--- config.mk ---
export PLATFORM = sky130hd
export DESIGN_NAME = a2d_scan_sched
export DESIGN_NICKNAME = d
export VERILOG_FILES = /design/src/rtl/a2d_scan_sched.sv
export SDC_FILE = /design/constraint.sdc
export NUM_CORES = 1
export LEC_CHECK = 0
export BUFFER_PORTS_ARGS = -buffer_cell sky130_fd_sc_hd__buf_4
export CAP_MARGIN = 20
export CORE_ASPECT_RATIO = 2
export CORE_MARGIN = 5
export CORE_UTILIZATION = 25
export DETAILED_ROUTE_END_ITERATION = 6
export HOLD_SLACK_MARGIN = 0.05
export SLEW_MARGIN = 5
export SYNTH_ARGS = -nofsm -noshare
export SYNTH_HDL_FRONTEND = slang
export SYNTH_SLANG_ARGS = --single-unit
--- constraint.sdc ---
create_clock -name clk -period 4.3 [get_ports clk]
set_clock_uncertainty 0.05 [all_clocks]
set_input_delay 0.86 -clock clk [delete_from_list [all_inputs] [get_ports clk]]
set_output_delay 0.86 -clock clk [all_outputs]
set_load 0.03 [all_outputs]
--- src/rtl/a2d_scan_sched.sv ---
// a2d_scan_sched
// Round-robin conversion scheduler in front of A2D_intf. Walks the enabled
// channels of chnl_mask, issues strt_cnv/chnnl, and stores each 12-bit result
// in a per-channel register file. One-shot host conversions are granted ahead
// of the scan. Every conversion is guarded by a completion timeout, and only
// one conversion is ever outstanding.
//
// Ports:
//   clk, rst_n            clock, asynchronous active-low reset
//   en, chnl_mask         scan enable and per-channel scan mask
//   host_req, host_chnl   level host request and its channel
//   host_ack, host_res    one-cycle host completion pulse and its result
//   strt_cnv, chnnl       start pulse and held channel to A2D_intf
//   cnv_cmplt, res        completion pulse and result from A2D_intf
//   rd_chnl, rd_data      combinational read port into the result file
//   res_vld, tmo_err      per-channel result-valid and sticky timeout flags
//   scan_done             one-cycle pulse at the end of each scan pass
//   busy                  high whenever the scheduler is not idle
module a2d_scan_sched #(
  parameter int SCAN_GAP = 16,
  parameter int TIMEOUT  = 1023
) (
  input  logic        clk,
  input  logic        rst_n,
  input  logic        en,
  input  logic [7:0]  chnl_mask,
  input  logic        host_req,
  input  logic [2:0]  host_chnl,
  output logic        host_ack,
  output logic [11:0] host_res,
  output logic        strt_cnv,
  output logic [2:0]  chnnl,
  input  logic        cnv_cmplt,
  input  logic [11:0] res,
  input  logic [2:0]  rd_chnl,
  output logic [11:0] rd_data,
  output logic [7:0]  res_vld,
  output logic [7:0]  tmo_err,
  output logic        scan_done,
  output logic        busy
);

  localparam int          DATA_W   = 12;
  localparam logic [11:0] TMO_LAST = 12'(TIMEOUT - 1);
  localparam logic [7:0]  GAP_LAST = 8'(SCAN_GAP);

  typedef enum logic [1:0] {IDLE, START, WAIT, GAP} state_t;

  state_t            state;
  logic [2:0]        ptr;
  logic              host_inflt;
  logic [7:0]        mask_q;
  logic [11:0]       tmo_cnt;
  logic [7:0]        gap_cnt;
  logic [DATA_W-1:0] rf [8];

  logic              start_req;
  logic              go;
  logic              sel_host;
  logic [2:0]        sel_chan;

  // First set mask bit strictly after 'from', wrapping; the pointer itself
  // is checked last. Iterating downward lets the nearest hit overwrite.
  function automatic logic [2:0] next_chan(input logic [7:0] mask,
                                           input logic [2:0] from);
    logic [2:0] sel;
    logic [2:0] idx;
    sel = from;
    for (int i = 8; i >= 1; i--) begin
      idx = from + 3'(i);
      if (mask[idx]) sel = idx;
    end
    return sel;
  endfunction

  // True when no enabled channel lies above ch, i.e. ch closes the pass.
  function automatic logic last_in_pass(input logic [7:0] mask,
                                        input logic [2:0] ch);
    logic [7:0] upper;
    upper = mask & ~((8'd2 << ch) - 8'd1);
    return (upper == 8'd0);
  endfunction

  always_comb begin
    sel_host  = host_req && !host_inflt;
    start_req = sel_host || (en && (chnl_mask != 8'd0));
    go        = start_req &&
                ((state == IDLE) || ((state == GAP) && (gap_cnt == GAP_LAST)));
    sel_chan  = sel_host ? host_chnl : next_chan(chnl_mask, ptr);
  end

  assign rd_data = rf[rd_chnl];

  always_ff @(posedge clk or negedge rst_n) begin
    if (!rst_n) begin
      state      <= IDLE;
      ptr        <= 3'd7;
      host_inflt <= 1'b0;
      mask_q     <= 8'd0;
      tmo_cnt    <= 12'd0;
      gap_cnt    <= 8'd0;
      strt_cnv   <= 1'b0;
      chnnl      <= 3'd0;
      host_ack   <= 1'b0;
      host_res   <= 12'd0;
      scan_done  <= 1'b0;
      busy       <= 1'b0;
      res_vld    <= 8'd0;
      tmo_err    <= 8'd0;
      for (int i = 0; i < 8; i++) rf[i] <= '0;
    end else begin
      strt_cnv  <= 1'b0;
      host_ack  <= 1'b0;
      scan_done <= 1'b0;

      case (state)
        START: begin
          // Count from the strt_cnv cycle so the timeout lands exactly
          // TIMEOUT cycles after the start pulse.
          state   <= WAIT;
          tmo_cnt <= 12'd1;
        end
        WAIT: begin
          if (cnv_cmplt || (tmo_cnt == TMO_LAST)) begin
            state   <= GAP;
            gap_cnt <= 8'd0;
            if (cnv_cmplt) begin
              rf[chnnl]      <= res;
              res_vld[chnnl] <= 1'b1;
              tmo_err[chnnl] <= 1'b0;
            end else begin
              tmo_err[chnnl] <= 1'b1;
            end
            if (host_inflt) begin
              host_ack   <= 1'b1;
              host_res   <= cnv_cmplt ? res : 12'h000;
              host_inflt <= 1'b0;
            end else if (last_in_pass(mask_q, chnnl)) begin
              scan_done <= 1'b1;
            end
          end else begin
            tmo_cnt <= tmo_cnt + 12'd1;
          end
        end
        GAP: begin
          if (gap_cnt != GAP_LAST) begin
            gap_cnt <= gap_cnt + 8'd1;
          end else if (!go) begin
            state <= IDLE;
            busy  <= 1'b0;
          end
        end
        default: ;
      endcase

      // Selection point: the channel is chosen on the edge into START so
      // strt_cnv and chnnl are already registered during START.
      if (go) begin
        state    <= START;
        busy     <= 1'b1;
        strt_cnv <= 1'b1;
        chnnl    <= sel_chan;
        tmo_cnt  <= 12'd0;
        mask_q   <= chnl_mask;
        if (sel_host) host_inflt <= 1'b1;
        else          ptr        <= sel_chan;
      end
    end
  end

endmodule
==> impl_metrics.tcl, run 1 <==
set metrics [dict create \
    die_w_um 139 \
    synth-seq-cells 164 \
    yosys-top-cells-area "dfrtp_1 (48%), mux2_2 (16%), mux4_2 (8.9%)" \
    netlist.top_cell.by_area "dfrtp_1" \
    port-buffer-count 77 \
    arrival_ns 3.81 \
    postSynth.topFlopCell "dfrtp_1" \
    detail_route.drc_violations 0 \
    worst_hold_path_type "in -> async" \
    number_of_enable_type_register_cells_in_the_synthesized_netlist 0 \
    detail_route.iter0.violations 250 \
    cp_max_stage_delay_ns 0.70 \
    yosysTopAreaCellShare_pct 48.2 \
    vdd.ir_drop.worst_mv 0.381 \
    dp.cells 1179 \
    globalplace.congestion 0.845 \
    drive_gt1_share_pct 37.6 \
    boundary_pins 78 \
    synthesis.nets 736 \
    synth_cells 693 \
    detail-route-antenna-nets 0 \
    timing_hold_violations_final 0 \
    cts.repair.resized 0 \
    crit_required_ns 4.58 \
    cts.htree.levels 4 \
    path_max_fanout 14 \
    yosysWarningCount 0 \
    cts-hold-fix-buffers 0 \
    wl_met1_mm 8.99 \
    period_minus_slack_ns 3.52 \
    antenna-diode-count 0 \
    detailroute.wirelength.met2_mm 13.0 \
    total_grt_usage_pct 12.9 \
    via_count 5866 \
    slew-limit-headroom_pct 31.3 \
    synth.avg_cell_area_um2 12.1 \
    cts-root-buf "clkbuf_16" \
    clkSinkCount 164 \
    drv_slew 0 \
    finalCritPeriodShare_pct 81.9 \
    worstPathCellList "clkinv_1, ha_1, mux4_2, mux2_2, a2111o_1, a21oi_2, nor3_1, a21o_1" \
    synth_async_sr_flop_share_pct 100 \
    yosysSeqAreaShare_pct 49.1 \
    final_setup_tns_ns 0 \
    finalNetCount 809 \
    worstPathBufferInverterCount 1 \
    wire_per_inst_um 19.4 \
    place_hpwl_mm 16.8 \
    crit_slowest_cell "dfstp_2" \
    tightest_pin_transition_ns 1.03 \
    area_growth_pct 19.9 \
    final_area_um2 10000 \
    number_of_cts_inserted_buffers 17 \
    rsz0062_at_grt "no" \
    via_per_inst 4.84 \
    grt_pass1_wl_mm 36.7 \
    core.rowCount 94 \
    worstSetupEndpointType "flop" \
    dpl-instance-area_um2 9450 \
    cap_violations 0 \
    initial_core_util_pct 25.4 \
    final_cell_count_no_fill 1211 \
    dr_wl_met3_um 697 \
    achievable_clock_frequency_ghz 0.284 \
    wirelength_mm 23.5 \
    lkg_pwr_nw 4.35 \
    die_area_um2 37400 \
    tritoncts "done" \
    syn-cell-area_um2 8360 \
    cts.reportedPaths.clkPinSlew_ns 0.07 \
    grt_pass1_vias 6347 \
    die_h_um 269 \
    number_of_buffers_inserted_by_post_cts_setup_repair 0 \
    grt-ovfl-total 0 \
    worst_skew_pair.late_latency_ns 0.44 \
    timing.setup.critical_path_class "reg -> reg" \
    grt_max_degree 83 \
    critPathTopFamily "multiplexers" \
    clock_path_buffers 2 \
    power_density_nw_per_um2 740 \
    setup_viol_count_final 0 \
    synthDistinctLibCells 61 \
    topRoutingLayerUsed "met4" \
    startpoint_type "flop" \
    core-area_um2 32900 \
    outcome "complete, no violations" \
    whs_ns 0.252 \
    initial_antenna_violation_count 0 \
    drt_pre_antenna_iters 4 \
]
metal layers:
metal	track usage [%]	up-vias
li1	-	2686
met2	24.3	122
met3	2.38	41
met4	5.72	0
met5	0	-
met1	13.8	3017
through the flow:
stage | setup WS (ns) | total power [mW] | utilization, %
4_1_cts | 0.780 | 7.51 | 30.4
5_1_grt | 0.640 | 7.91 | 30.4
3_3_place_gp | 0.842 | 5.90 | 28.7
6_report | 0.776 | 7.41 | 30.4
3_5_place_dp | 0.781 | 5.97 | 28.7
2_1_floorplan | 1.04 | 4.96 | -
path summary, 6_finish.rpt:
path / start / end / slack, ns / cells past startpoint
max: ptr[1]$_DFFE_PN1P_ / chnnl[1]$_DFFE_PN0N_ / 0.78 / 8
min: rst_n / rf[38]$_DFFE_PN0P_ / 0.25 / 1
max reg2reg: ptr[1]$_DFFE_PN1P_ / chnnl[1]$_DFFE_PN0N_ / 0.78 / 8
min reg2reg: busy$_DFFE_PN0P_ / busy$_DFFE_PN0P_ / 0.43 / 1
max in group asynchronous: rst_n / rf[89]$_DFFE_PN0P_ / 2.98 / 2
min in group clk: busy$_DFFE_PN0P_ / busy$_DFFE_PN0P_ / 0.43 / 1
registers in the layout, indices dropped and copies added (netlist names), named ones only:
signal,cells
host_res,12
busy,1
scan_done,1
chnnl,3
state,2
host_ack,1
rf,96
host_inflt,1
tmo_cnt,12
res_vld,8
ptr,3
mask_q,7
strt_cnv,1
gap_cnt,8
area by class of cell:
type                            count  area (um^2)
Fill cell                        3398        22900
Clock inverter                     14          135
Sequential cell                   164         4110
Clock buffer                       18          439
Tap cell                          432          541
Inverter                           22         82.6
Multi-Input combinational cell    472         4030
Timing Repair Buffer               89          684
kinds of logic after synthesis:
logic type,after synthesis,share of synthesized area [%]
buffers and inverters,57,2.89
flip-flops,164,49.1
AND/OR/NAND/NOR,178,10.0
XOR/XNOR,12,1.26
adder cells (fa/ha/maj),12,1.80
AO/OA/AOI/OAI,104,7.98
multiplexers,166,26.9
where the power goes:
group | internal, mW | total [mW] | switching [mW]
Clock | 0.782 | 1.50 | 0.723
Sequential | 2.21 | 2.67 | 0.462
Combinational | 1.50 | 3.24 | 1.73
cell usage after synthesis, types with 10 or more instances:
cell / n
a21oi_1: 25
clkbuf_1: 27
dfrtp_1: 161
ha_1: 12
inv_1: 21
mux2_2: 121
mux2i_1: 10
mux4_2: 33
nand2_1: 60
nand3_1: 15
nor2_1: 48
nor3_1: 12
o21ai_0: 28
cells in the final DEF (no fill, tap or decap), types with 4 or more instances in the layout:
cell / Yosys / final
a211oi_1: 8 / 8
a21oi_1: 25 / 25
a31oi_1: 7 / 7
and2_1: 6 / 6
and3_1: 5 / 5
buf_4: 0 / 87
clkbuf_16: 0 / 17
clkinvlp_4: 0 / 4
dfrtp_1: 161 / 161
ha_1: 12 / 12
inv_1: 21 / 21
inv_6: 0 / 4
inv_8: 0 / 4
mux2_2: 121 / 121
mux2i_1: 10 / 10
mux4_2: 33 / 33
nand2_1: 60 / 60
nand3_1: 15 / 15
nand4_1: 4 / 4
nor2_1: 48 / 48
nor3_1: 12 / 9
nor3_2: 2 / 4
o21ai_0: 28 / 28
o22ai_1: 5 / 5
or2_2: 7 / 7
xnor2_1: 7 / 7
xor2_1: 5 / 5
Note: power is estimated with default switching activity, not from simulation.
==> run 2, diff against run 1 <==
--- a/config.mk
+++ b/config.mk
@@ -5,6 +5,7 @@
 export SDC_FILE = /design/constraint.sdc
 export NUM_CORES = 1
 export LEC_CHECK = 0
+export ABC_AREA = 1
 export BUFFER_PORTS_ARGS = -buffer_cell sky130_fd_sc_hd__buf_4
 export CAP_MARGIN = 20
 export CORE_ASPECT_RATIO = 2
==> constraint.sdc (replaced) <==
create_clock -name clk -period 2.84 [get_ports clk]
set_clock_uncertainty 0.05 [all_clocks]
set_input_delay 0.568 -clock clk [delete_from_list [all_inputs] [get_ports clk]]
set_output_delay 0.568 -clock clk [all_outputs]
set_load 0.03 [all_outputs]
==> run 2 against run 1 <==
Core utilization fell by 0.099 points. Combinational power rose by 38%. Sequential power rose by 42%. Wire length fell by 3.6%. Clock power rose by 57%. Hold slack improved by 0.049 ns. Clock-buffer cell count did not move. Largest cell class unchanged. Sequential share of layout area rose by 0.43 points. Area after synthesis fell by 1.8%.
==> impl_metrics.tcl, run 2 <==
set metrics [dict create \
    layout_common_cells "nand2_1 (259), dfrtp_1 (161), o21ai_0 (119)" \
    path_max_fanout 28 \
    max_flop_register "rf" \
    detail_route.drc_violations 0 \
    achievable_clock_frequency_ghz 0.393 \
    slew-limit-headroom_pct 35.0 \
    timing.setup.critical_path_class "in -> out" \
    die_area_um2 36800 \
    arrival_ns 1.93 \
    synthesis.nets 1055 \
    power_density_nw_per_um2 1070 \
    place_hpwl_mm 16.9 \
    clock_path_buffers 2 \
    syn-cell-area_um2 8210 \
    die_w_um 138 \
    grt_pass1_wl_mm 36.7 \
    rsz0062_at_grt "no" \
    core-area_um2 32700 \
    cap_violations 0 \
    worst_hold_path_type "in -> reg" \
    number_of_buffers_inserted_by_post_cts_setup_repair 0 \
    timing_hold_violations_final 0 \
    startpoint_type "input port" \
    final_setup_tns_ns 0 \
    largestRegisters "rf (96), host_res (12), tmo_cnt (12)" \
    grt-ovfl-total 0 \
    dpl-instance-area_um2 9310 \
    r2r_end "rf[34]$_DFFE_PN0P_" \
    hold_path.startpoint "chnl_mask[1]" \
    yosysSeqAreaShare_pct 50.1 \
    initial_antenna_violation_count 0 \
    post-layout-total-power_mw 10.6 \
    min_path_cells 3 \
    clock_power_share_pct 22.1 \
    power.share.switching_pct 41.9 \
    worstSetupEndpointType "output port" \
    drive_gt1_share_pct 15.2 \
    internal-power_mw 6.16 \
    detail_route.iter0.violations 406 \
    antenna-diode-count 0 \
    final_cell_count_no_fill 1530 \
    period_minus_slack_ns 2.54 \
    yosysTopAreaCellShare_pct 49.1 \
    synth.most_common_cell "nand2_1" \
    via_count 6900 \
    cts.reportedPaths.clkPinSlew_ns 0.07 \
    worst_hold_path.endpoint "mask_q[1]$_DFFE_PN0N_" \
    boundary_pins 78 \
    power.share.combinational_pct 42.2 \
    number_of_cts_inserted_buffers 17 \
    yosysWarningCount 0 \
    wirelength_mm 22.6 \
    outcome "complete, no violations" \
    r2r_slack_ns 0.50 \
    setup_viol_count_final 0 \
    die_h_um 266 \
    netlist.top_cell.by_area "dfrtp_1" \
    dp_worst_setup_slack_ns 0.286 \
    tritoncts "done" \
    layout_commonest_cell "nand2_1" \
    layout_setup_ws_ns 0.295 \
    wire_per_inst_um 14.8 \
    crit_required_ns 2.22 \
    globalplace.congestion 0.900 \
    final_area_um2 9920 \
    r2r-start "state[0]$_DFFE_PN0P_" \
    tightest_pin_transition_ns 0.973 \
    synth-seq-cells 164 \
    core.rowCount 94 \
    grt_pass1_vias 7075 \
    detail-route-antenna-nets 0 \
    r2r.worst_path.cells 8 \
    cts.repair.resized 0 \
    initial_core_util_pct 25.1 \
    finalCritPeriodShare_pct 89.6 \
    clkSinkCount 164 \
    post_synth_most_frequent_cells "nand2_1 (259), dfrtp_1 (161), o21ai_0 (119)" \
    drt_pre_antenna_iters 4 \
    sequentialPowerShare_pct 35.7 \
    via_per_inst 4.51 \
    synthDistinctLibCells 43 \
    drv_slew 0 \
    total_grt_usage_pct 12.5 \
    worst_skew_pair.late_latency_ns 0.44 \
    dp.cells 1497 \
    lkg_pwr_nw 4.75 \
    cts-root-buf "clkbuf_16" \
    postSynth.topFlopCell "dfrtp_1" \
    largest_register_ff_count 96 \
    synth_async_sr_flop_share_pct 100 \
    synth_cells 1012 \
    number_of_enable_type_register_cells_in_the_synthesized_netlist 0 \
    cts.htree.levels 4 \
    synth.avg_cell_area_um2 8.11 \
    p_switching_mw 4.45 \
    port-buffer-count 77 \
    grt_max_degree 50 \
    yosys-top-cells-area "dfrtp_1 (49%), nand2_1 (12%), o21ai_0 (7.3%)" \
    finalNetCount 1128 \
    vdd.ir_drop.worst_mv 0.714 \
    area_growth_pct 20.8 \
]
## run 2: cell type report
type | instances | area, um^2
Fill cell | 3517 | 22800
Sequential cell | 164 | 4110
Inverter | 103 | 389
Clock inverter | 14 | 165
Clock buffer | 18 | 429
Tap cell | 432 | 541
Timing Repair Buffer | 100 | 782
Multi-Input combinational cell | 699 | 3500
## run 2: cells by family (layout without fill, tap and decap cells)
group | count (synthesis) | after routing | synth area share (%)
simple gates | 448 | 448 | 23.5
xor+xnor | 12 | 12 | 1.28
buf+inv | 149 | 235 | 7.26
fa+ha+maj | 12 | 12 | 1.83
flops | 164 | 164 | 50.1
compound gates | 227 | 227 | 16.1
## run 2: repair_timing
item / in CTS / in global routing
setup endpoints to repair: 0 / 0
endpoints found under the hold margin: 38 / 0
hold buffers: 1 / 0
## run 2: how the worst max path moves through the flow
stage | from | end | slack, ns | cells after the start
after floorplan | rd_chnl[0] | rd_data[3] | 0.21 | 6
after global placement | rd_chnl[0] | rd_data[9] | 0.25 | 8
after detailed placement | rd_chnl[0] | rd_data[8] | 0.29 | 8
after CTS | rd_chnl[0] | rd_data[7] | 0.28 | 8
after global routing | rd_chnl[0] | rd_data[7] | 0.17 | 8
final | rd_chnl[0] | rd_data[8] | 0.30 | 8
## run 2: layer usage
layer	global-route usage, %	share of wire, %	vias to the layer above
met5	0	0	-
met4	6.09	3.4	0
met3	2.60	3.8	43
met2	24.0	54	132
met1	12.8	39	3259
li1	-	-	3466
## run 2: critical path, cell delays in order
cell and delay, ns:
buf_4 0.21, inv_1 0.11, buf_4 0.19, nor2_1 0.06, o32ai_1 0.36, nor2_1 0.07
a31oi_1 0.16, buf_4 0.19
## run 2: power groups by stage
stage               clock network, mW  logic (mW)  registers [mW]
floorplan                           0        2.78            4.06
global placement                    0        4.44            3.81
detailed placement                  0        4.52            3.82
CTS                              2.43        4.54            3.79
global route                     2.50        5.03            3.89
finish                           2.35        4.47            3.79
## run 2: per-stage QoR
stage          utilization [%]  hold WS [ns]
2_1_floorplan                -         0.222
3_3_place_gp              28.5         0.406
3_5_place_dp              28.5         0.409
4_1_cts                   30.3         0.270
5_1_grt                   30.3         0.296
6_report                  30.3         0.301
